==> config.mk <==
export PLATFORM = sky130hd
export DESIGN_NAME = mlp_layer_sequencer_flat
export DESIGN_NICKNAME = d
export VERILOG_FILES = /design/src/rtl/mlp_pkg.sv /design/src/rtl/mlp_layer_sequencer_if.sv /design/src/rtl/mlp_layer_sequencer.sv /design/src/flat_wrapper.sv
export SDC_FILE = /design/constraint.sdc
export NUM_CORES = 1
export LEC_CHECK = 0
export BUFFER_PORTS_ARGS = -buffer_cell sky130_fd_sc_hd__buf_4
export CAP_MARGIN = 20
export CORE_MARGIN = 8
export CORE_UTILIZATION = 44
export CTS_CLUSTER_SIZE = 40
export DETAILED_ROUTE_END_ITERATION = 8
export PLACE_DENSITY = 0.8
export SLEW_MARGIN = 20
export SYNTH_ARGS = -nofsm -noshare
export SYNTH_HDL_FRONTEND = slang
export SYNTH_SLANG_ARGS = --single-unit
==> constraint.sdc <==
create_clock -name clk -period 2.29 [get_ports clk]
set_input_delay 0.1145 -clock clk [delete_from_list [all_inputs] [get_ports clk]]
set_output_delay 0.1145 -clock clk [all_outputs]
set_load 0.02 [all_outputs]
==> src/rtl/mlp_pkg.sv <==
// Shared types and the post-accumulation scaling for the MLP layer sequencer.
// Imported by the sequencer and its bus interface.
package mlp_pkg;

  typedef enum logic [2:0] {
    IDLE,
    FETCH,
    FLUSH,
    WRITE,
    DONE
  } state_e;

  localparam int DATA_W = 16;
  localparam int ACC_W  = 33;
  localparam int OUT_W  = 16;

  localparam logic signed [ACC_W-1:0] SAT_HI = 33'sd32767;
  localparam logic signed [ACC_W-1:0] SAT_LO = -33'sd32768;

  // Shift first, then clamp to the output range, then optional ReLU.
  function automatic logic signed [OUT_W-1:0] sat_relu(
    input logic signed [ACC_W-1:0] acc,
    input int unsigned             shift,
    input logic                    relu
  );
    logic signed [ACC_W-1:0] v;
    v = acc >>> shift;
    if (v > SAT_HI) begin
      v = SAT_HI;
    end else if (v < SAT_LO) begin
      v = SAT_LO;
    end
    if (relu && v < 0) begin
      v = '0;
    end
    return v[OUT_W-1:0];
  endfunction

endpackage

==> src/rtl/mlp_layer_sequencer_if.sv <==
// Control, RAM and MAC bus of the layer sequencer.
// master = sequencer side, slave = RAMs/MAC/host side.
interface mlp_layer_sequencer_if #(
  parameter int IN_AW = 10,
  parameter int W_AW  = 13
);
  import mlp_pkg::*;

  logic                     start;
  logic                     busy;
  logic                     done;
  logic [3:0]               digit;
  logic [IN_AW-1:0]         x_addr;
  logic signed [DATA_W-1:0] x_rdata;
  logic [W_AW-1:0]          w_addr;
  logic signed [DATA_W-1:0] w_rdata;
  logic                     mac_clken;
  logic                     mac_sload;
  logic signed [DATA_W-1:0] mac_dataa;
  logic signed [DATA_W-1:0] mac_datab;
  logic signed [ACC_W-1:0]  mac_result;
  logic                     out_we;
  logic [3:0]               out_addr;
  logic signed [OUT_W-1:0]  out_data;

  modport master (
    input  start, x_rdata, w_rdata, mac_result,
    output busy, done, digit, x_addr, w_addr,
    output mac_clken, mac_sload, mac_dataa, mac_datab,
    output out_we, out_addr, out_data
  );

  modport slave (
    output start, x_rdata, w_rdata, mac_result,
    input  busy, done, digit, x_addr, w_addr,
    input  mac_clken, mac_sload, mac_dataa, mac_datab,
    input  out_we, out_addr, out_data
  );

endinterface

==> src/rtl/mlp_layer_sequencer.sv <==
// Drives an external MAC through one fully connected layer and
// tracks the arg-max neuron as the recognized digit.
module mlp_layer_sequencer
  import mlp_pkg::*;
#(
  parameter int LEN     = 784,
  parameter int NEURONS = 10,
  parameter int IN_AW   = 10,
  parameter int W_AW    = 13,
  parameter int SHIFT   = 8,
  parameter int RELU    = 1
) (
  input logic                   clk,
  input logic                   aclr_n,
  mlp_layer_sequencer_if.master bus
);

  localparam logic [IN_AW-1:0] I_LAST = IN_AW'(LEN - 1);
  localparam logic [3:0]       N_LAST = 4'(NEURONS - 1);
  localparam logic signed [OUT_W-1:0] MOST_NEG = {1'b1, {(OUT_W-1){1'b0}}};

  state_e                  state_q;
  logic [IN_AW-1:0]        i_q;
  logic [3:0]              n_q;
  logic [W_AW-1:0]         wp_q;
  logic                    vld_q;
  logic                    clken_q;
  logic                    sload_q;
  logic                    zero_q;
  logic                    we_q;
  logic                    busy_q;
  logic                    done_q;
  logic [3:0]              digit_q;
  logic [3:0]              best_q;
  logic signed [OUT_W-1:0] max_q;
  logic signed [OUT_W-1:0] v_w;

  assign v_w = sat_relu(bus.mac_result, SHIFT, RELU != 0);

  always_ff @(posedge clk or negedge aclr_n) begin
    if (!aclr_n) begin
      state_q <= IDLE;
      i_q     <= '0;
      n_q     <= '0;
      wp_q    <= '0;
      vld_q   <= 1'b0;
      clken_q <= 1'b0;
      sload_q <= 1'b0;
      zero_q  <= 1'b0;
      we_q    <= 1'b0;
      busy_q  <= 1'b0;
      done_q  <= 1'b0;
      digit_q <= '0;
      best_q  <= '0;
      max_q   <= '0;
    end else begin
      vld_q   <= 1'b0;
      clken_q <= 1'b0;
      sload_q <= 1'b0;
      zero_q  <= 1'b0;
      we_q    <= 1'b0;
      done_q  <= 1'b0;
      unique case (state_q)
        IDLE: begin
          if (bus.start) begin
            i_q     <= '0;
            n_q     <= '0;
            wp_q    <= '0;
            max_q   <= MOST_NEG;
            best_q  <= '0;
            busy_q  <= 1'b1;
            state_q <= FETCH;
          end
        end
        FETCH: begin
          // RAM data for this address is presented next cycle
          vld_q   <= 1'b1;
          clken_q <= 1'b1;
          sload_q <= (i_q == '0);
          wp_q    <= wp_q + W_AW'(1);
          if (i_q == I_LAST) begin
            state_q <= FLUSH;
          end else begin
            i_q <= i_q + IN_AW'(1);
          end
        end
        FLUSH: begin
          // phase 0 presents the last term, phase 1 pushes zeros through
          if (!zero_q) begin
            zero_q  <= 1'b1;
            clken_q <= 1'b1;
          end else begin
            we_q    <= 1'b1;
            state_q <= WRITE;
          end
        end
        WRITE: begin
          if (v_w > max_q) begin
            max_q  <= v_w;
            best_q <= n_q;
          end
          if (n_q == N_LAST) begin
            done_q  <= 1'b1;
            digit_q <= (v_w > max_q) ? n_q : best_q;
            state_q <= DONE;
          end else begin
            n_q     <= n_q + 4'd1;
            i_q     <= '0;
            state_q <= FETCH;
          end
        end
        DONE: begin
          busy_q  <= 1'b0;
          state_q <= IDLE;
        end
        default: state_q <= IDLE;
      endcase
    end
  end

  assign bus.busy      = busy_q;
  assign bus.done      = done_q;
  assign bus.digit     = digit_q;
  assign bus.x_addr    = i_q;
  assign bus.w_addr    = wp_q;
  assign bus.mac_clken = clken_q;
  assign bus.mac_sload = sload_q;
  assign bus.mac_dataa = vld_q ? bus.x_rdata : '0;
  assign bus.mac_datab = vld_q ? bus.w_rdata : '0;
  assign bus.out_we    = we_q;
  assign bus.out_addr  = n_q;
  assign bus.out_data  = we_q ? v_w : '0;

endmodule

==> src/flat_wrapper.sv <==
// flat-port wrapper written by rule: the top's interface ports become plain ports
module mlp_layer_sequencer_flat import mlp_pkg::*;
#(
  parameter int LEN     = 784,
  parameter int NEURONS = 10,
  parameter int IN_AW   = 10,
  parameter int W_AW    = 13,
  parameter int SHIFT   = 8,
  parameter int RELU    = 1
)
  (clk, aclr_n, bus_start, bus_x_rdata, bus_w_rdata, bus_mac_result, bus_busy, bus_done, bus_digit, bus_x_addr, bus_w_addr, bus_mac_clken, bus_mac_sload, bus_mac_dataa, bus_mac_datab, bus_out_we, bus_out_addr, bus_out_data);
  mlp_layer_sequencer_if #(.IN_AW(IN_AW), .W_AW(W_AW)) bus_i ();
  input logic clk;
  input logic aclr_n;
  input wire logic [$bits(bus_i.start)-1:0] bus_start;
  input wire logic [$bits(bus_i.x_rdata)-1:0] bus_x_rdata;
  input wire logic [$bits(bus_i.w_rdata)-1:0] bus_w_rdata;
  input wire logic [$bits(bus_i.mac_result)-1:0] bus_mac_result;
  output wire logic [$bits(bus_i.busy)-1:0] bus_busy;
  output wire logic [$bits(bus_i.done)-1:0] bus_done;
  output wire logic [$bits(bus_i.digit)-1:0] bus_digit;
  output wire logic [$bits(bus_i.x_addr)-1:0] bus_x_addr;
  output wire logic [$bits(bus_i.w_addr)-1:0] bus_w_addr;
  output wire logic [$bits(bus_i.mac_clken)-1:0] bus_mac_clken;
  output wire logic [$bits(bus_i.mac_sload)-1:0] bus_mac_sload;
  output wire logic [$bits(bus_i.mac_dataa)-1:0] bus_mac_dataa;
  output wire logic [$bits(bus_i.mac_datab)-1:0] bus_mac_datab;
  output wire logic [$bits(bus_i.out_we)-1:0] bus_out_we;
  output wire logic [$bits(bus_i.out_addr)-1:0] bus_out_addr;
  output wire logic [$bits(bus_i.out_data)-1:0] bus_out_data;
  assign bus_i.start = bus_start;
  assign bus_i.x_rdata = bus_x_rdata;
  assign bus_i.w_rdata = bus_w_rdata;
  assign bus_i.mac_result = bus_mac_result;
  assign bus_busy = bus_i.busy;
  assign bus_done = bus_i.done;
  assign bus_digit = bus_i.digit;
  assign bus_x_addr = bus_i.x_addr;
  assign bus_w_addr = bus_i.w_addr;
  assign bus_mac_clken = bus_i.mac_clken;
  assign bus_mac_sload = bus_i.mac_sload;
  assign bus_mac_dataa = bus_i.mac_dataa;
  assign bus_mac_datab = bus_i.mac_datab;
  assign bus_out_we = bus_i.out_we;
  assign bus_out_addr = bus_i.out_addr;
  assign bus_out_data = bus_i.out_data;
  mlp_layer_sequencer #(.LEN(LEN), .NEURONS(NEURONS), .IN_AW(IN_AW), .W_AW(W_AW), .SHIFT(SHIFT), .RELU(RELU)) u_core (.clk(clk), .aclr_n(aclr_n), .bus(bus_i));
endmodule
# After elaboration in Yosys (flattened, before gate mapping)

Cells that the tools add are included.

Latch bits: 0
Memories kept: 0
Bits in writable memories: 0
Bits in registers: 61
Word-level logic and storage cells: 83
Memory bits (read-only): 0

Order comparisons: 4
Div/mod/pow operators: 0
Multipliers: 0
Bitwise gates (word level): 0
Muxes and demuxes: 36
Reduce and logical (&&, ||, !) cells: 14
Shift-type cells: 0
Eq/ne operators: 12
$add $sub $neg: 3

Operators with widths:

| kind                                                                               | count |
|---|---|
| 16-bit two-way mux                                                                 | 6 |
| 33-bit two-way mux                                                                 | 2 |
| 33-bit by 1-bit less-than comparator with 1-bit output (second input constant)     | 1 |
| 16-bit case mux with 2 select lines                                                | 1 |
| 10-bit two-way mux                                                                 | 3 |
| 10-bit case mux with 3 select lines                                                | 1 |
| 13-bit case mux with 2 select lines                                                | 1 |
| 25-bit by 16-bit greater-than comparator with 1-bit output (second input constant) | 1 |
| 25-bit by 16-bit less-than comparator with 1-bit output (second input constant)    | 1 |
| 16-bit greater-than comparator                                                     | 1 |
| 4-bit case mux with 2 select lines                                                 | 2 |
| 13-bit by 1-bit adder with 13-bit output (second input constant)                   | 1 |
| 13-bit two-way mux                                                                 | 1 |
| 3-bit two-way mux                                                                  | 4 |
| 4-bit two-way mux                                                                  | 3 |
| 3-bit case mux with 4 select lines                                                 | 1 |
| 10-bit by 1-bit adder with 10-bit output (second input constant)                   | 1 |
| 10-bit == test (second input constant)                                             | 1 |
| 10-bit logical NOT                                                                 | 1 |
| 1-bit two-way mux                                                                  | 9 |
| 3-bit AND reduction                                                                | 3 |
| 2-bit AND reduction                                                                | 4 |
| 3-bit by 2-bit == test with 1-bit output (second input constant)                   | 2 |
| 2-bit by 1-bit != test with 1-bit output (second input constant)                   | 3 |
| 10 further kinds                                                                   | 15 |

# Depth between registers and ports, before layout

Word-level depth: 8
Mapped depth: 15

# Least setup slack after synthesis

No wires, ideal clock.

Kind: input to register
Start: in bus_mac_result[25]
End: reg u_core.max_q[15]
Path buffers: 2
Stages on the path: 14
Path slack: -1.179 ns
Arrival: 3.342 ns
Library setup time: 0.128 ns
Path through: nand4_1 -> or3_1 -> ha_1 -> nor2b_1 -> clkbuf_1 -> a21oi_1 -> inv_1 -> ha_1 -> a21o_1 -> a2111o_1 -> a211o_2 -> nand4_1 -> buf_4 -> mux2_1

Cells in the longest elaborated chain, start to end: 8

Ends and longest elaborated chain:

| element                                                 | line                      | text |
|---|---|---|
| start, declared                                         | flat_wrapper.sv:18        | `input wire logic [$bits(bus_i.mac_result)-1:0] bus_mac_result;` |
| 25-bit by 16-bit less-than comparator with 1-bit output | mlp_pkg.sv:30             | `end else if (v < SAT_LO) begin` |
| 33-bit two-way mux                                      | mlp_pkg.sv:30             |  |
| 33-bit two-way mux *                                    | mlp_pkg.sv:28             | `if (v > SAT_HI) begin` |
| 33-bit by 1-bit less-than comparator with 1-bit output  | mlp_pkg.sv:33             | `if (relu && v < 0) begin` |
| 16-bit two-way mux *                                    | mlp_pkg.sv:33             |  |
| 16-bit greater-than comparator                          | mlp_layer_sequencer.sv:98 | `if (v_w > max_q) begin` |
| 2-bit by 1-bit != test with 1-bit output (no line)      | --                        |  |
| 3-bit AND reduction (no line)                           | --                        |  |
| end signal, assigned                                    | mlp_layer_sequencer.sv:99 | `max_q <= v_w;` |
| end, declared                                           | mlp_layer_sequencer.sv:35 | `logic signed [OUT_W-1:0] max_q;` |

Every way passes the cells marked *; elsewhere a longest branch is shown, timed or not. The select of a mux whose other input is x is not followed.
A chain may end at the register's enable or synchronous reset.

# Final worst setup path

Start: in bus_mac_result[27]
End: reg u_core.max_q[13]

The elaborated chain is that of the path after synthesis.

==> results_dict.tcl <==
set metrics [dict create \
    leakagePower_nw 2.94 \
    die_y_um 108 \
    antenna_found_initial 0 \
    required_ns 2.55 \
    die_area_mm2 0.0117 \
    final.period_utilization_pct 127 \
    grt_max_degree 62 \
    synthTopCellsByArea "dfrtp_1 (41%), ha_1 (7.3%), mux2i_1 (6.1%)" \
    dr.pass1.iters 4 \
    finalWirelength_um 12400 \
    timing.final.ws_setup_ns -0.610 \
    nNetsFinal 692 \
    yosysTopAreaCell "dfrtp_1" \
    power_mw 5.68 \
    cts.htree.levels 3 \
    fin_setup_tns_ns -13.21 \
    yosysWarnings 0 \
    most-common-layout-cells "buf_4 (175), dfrtp_1 (61), nand2_1 (51), inv_1 (39), and2_1 (33)" \
    cts.reportedPaths.clkPinSlew_ns 0.07 \
    gp_congestion 0.844 \
    cp.arrival_ns 3.16 \
    fin_crit_ns 2.90 \
    ys_seq_area_share_pct 40.6 \
    grt_usage_pct 20.2 \
    synth.avg_cell_area_um2 8.92 \
    finalSetupViolations 24 \
    synth_top_cell_area_share_pct 40.6 \
    grt-ovfl-total 0 \
    syn_inst 421 \
    crit_type "in -> reg" \
    slew_headroom_pct 48.4 \
    min_from "bus_start" \
    grt_pass1_wl_um 18800 \
    synth_area_mm2 0.00376 \
    tritoncts "done" \
    violations "negative setup slack" \
    ir_drop_uv 585 \
    port_buffers 143 \
    drtIter0Drc 155 \
    detailroute.via_count 3763 \
    layout.cells.non_filler 710 \
    ys.flop_type "dfrtp_1" \
    cts_root_buf "clkbuf_8" \
    p_int_mw 3.27 \
    end_kind "flop" \
    switchingPower_mw 2.41 \
    ff2ff_path_depth 10 \
    core_area_mm2 0.00826 \
    numCtsBuffers 9 \
    initial_core_util_pct 45.5 \
    min_path_cells 3 \
    wl_met1_um 4820 \
    pin_count 152 \
    dp_hpwl_um 8970 \
    fillers 613 \
    synth_nets 511 \
    clk_latency_ns 0.34 \
    route.detailed.wl_per_inst_um 17.4 \
    drc 0 \
    worst_hold_path_type "in -> reg" \
    regToRegEndpoint "u_core.max_q[13]$_DFFE_PN0P_" \
    route.met2.wl_um 6270 \
    fmax_mhz 345 \
    rrSetupSlack_ns -0.02 \
    rsz0062_at_grt "true" \
    hold_end "u_core.state_q[0]$_DFFE_PN0P_" \
    powerDensity_mw_per_mm2 995 \
    wl_met3_um 983 \
    p_seq_share_pct 29.9 \
    cp-start-kind "primary input" \
    worstMarginPinSlew_ns 0.773 \
    ant_nets 0 \
    async_flop_share_pct 100 \
    clk_path_buf_depth 2 \
    drive_gt1_share_pct 41.2 \
    hold_viol_final 0 \
    max-cap-violations 0 \
    clock-skew-final_ns 0.00794 \
    area_delta_synth_final_pct 52.1 \
    layout_commonest_cell "buf_4" \
    reg2reg_from "u_core.max_q[12]$_DFFE_PN0P_" \
    row_count 33 \
    synth_edf_count 0 \
    p_clk_share_pct 14.9 \
    utilization_pct 69.2 \
    swShare_pct 42.4 \
    via_per_inst 5.30 \
    antennaDiodeCount 0 \
    comb_power_share_pct 55.2 \
    drv_slew 0 \
    status "finished with violations" \
    dp_cells 687 \
    cts_sinks 61 \
    yosys_register_bits 61 \
    top_layer "met4" \
    die_w_um 108 \
    synth_cell_types 49 \
    holdWs_ns 0.111 \
    grt_pass1_vias 3803 \
    crit_fanout 7 \
]
[how the worst max path moves through the flow]
stage,startpoint,end,slack [ns],cells past startpoint
floorplan,bus_mac_result[25],u_core.max_q[15]$_DFFE_PN0P_,-0.78,14
global placement,bus_mac_result[25],u_core.best_q[2]$_DFFE_PN0P_,-0.85,15
detailed placement,bus_mac_result[25],u_core.max_q[7]$_DFFE_PN0P_,-0.98,15
CTS,bus_mac_result[27],u_core.max_q[13]$_DFFE_PN0P_,-0.49,16
global route,bus_mac_result[27],u_core.max_q[12]$_DFFE_PN0P_,-0.73,17
finish,bus_mac_result[27],u_core.max_q[13]$_DFFE_PN0P_,-0.61,17
[per-stage QoR]
step,cell area [um^2],setup slack [ns]
final,5710,-0.610
after global routing,5710,-0.727
after CTS,5550,-0.493
after detailed placement,5190,-0.981
after global placement,5190,-0.854
after floorplan,3820,-0.783
[metal layers]
metal / vias up / GRT usage, %
met2: 158 / 35.3
met3: 26 / 4.28
li1: 1780 / -
met5: - / 0
met4: 0 / 10.1
met1: 1799 / 22.7
[registers in the layout (all words and copies together) (netlist names)]
register              cells
u_core.bus.digit          4
u_core.bus.out_we         1
u_core.bus.out_addr       4
u_core.zero_q             1
u_core.bus.busy           1
u_core.bus.done           1
u_core.max_q             16
u_core.best_q             4
u_core.bus.mac_clken      1
u_core.bus.mac_sload      1
u_core.bus.w_addr        13
u_core.bus.x_addr        10
u_core.state_q            3
u_core.vld_q              1
[synthesized netlist by cell type (2+ instances only)]
library cell,number
nand4_1,12
dfrtp_1,61
nor2_1,20
nor2b_1,18
mux2i_1,23
inv_1,43
a21oi_1,34
nor3_1,3
and3_1,7
a21bo_2,2
a31oi_1,5
mux2_2,2
xnor2_1,5
buf_4,3
or3_1,3
or2_2,2
nand3_1,8
clkbuf_1,12
o21ai_0,18
and2_1,33
ha_1,22
nor3b_1,2
nor4_1,3
nand2_1,53
xor2_1,3
[timing repair]
item                                   in CTS  in global routing
endpoints found under the hold margin      61                  0
resized for setup                          27                 27
hold buffers                                1                  0
pin swaps                                   8                  9
setup endpoints to repair                  24                 25
cloned                                      1                  0
buffers inserted                            3                  6
[cells by family (layout without fill, tap and decap cells)]
family	after synthesis	after routing	synth area share, %
simple gates	173	173	24.8
flops	61	61	40.6
xor+xnor	8	8	1.87
fa+ha+maj	22	22	7.33
compound gates	72	72	12.0
buf+inv	59	243	6.40
mux	26	26	7.03
[area by class of cell]
type,instances,area (um^2),area share [%]
multi-input cells,301,2280,39.8
flip-flops and latches,61,1530,26.7
repair buffers,186,1450,25.4
inverters,43,161,2.83
clock buffers,12,155,2.72
well taps,105,131,2.30
clock inverters,2,10.0,0.175
[power groups by stage]
stage          sequential [mW]  clock, mW  combinational [mW]
6_report                  1.70      0.844                3.14
5_1_grt                   1.75      0.900                3.41
4_1_cts                   1.69      0.859                2.98
3_5_place_dp              1.71          0                2.83
3_3_place_gp              1.68          0                2.75
2_1_floorplan             1.75          0                1.68
[worst max-delay path: stages]
cell      delay (ns)
buf_6           0.07
nand4_1         0.09
or3_4           0.40
ha_4            0.28
nor2b_4         0.05
buf_6           0.13
a21oi_4         0.12
inv_1           0.06
ha_1            0.30
nand4_1         0.20
nor4_4          0.34
a21boi_2        0.24
a211o_2         0.14
nand4_1         0.11
buf_4           0.18
buf_6           0.14
mux2i_1         0.19
Power figures use the tool's default switching activity.
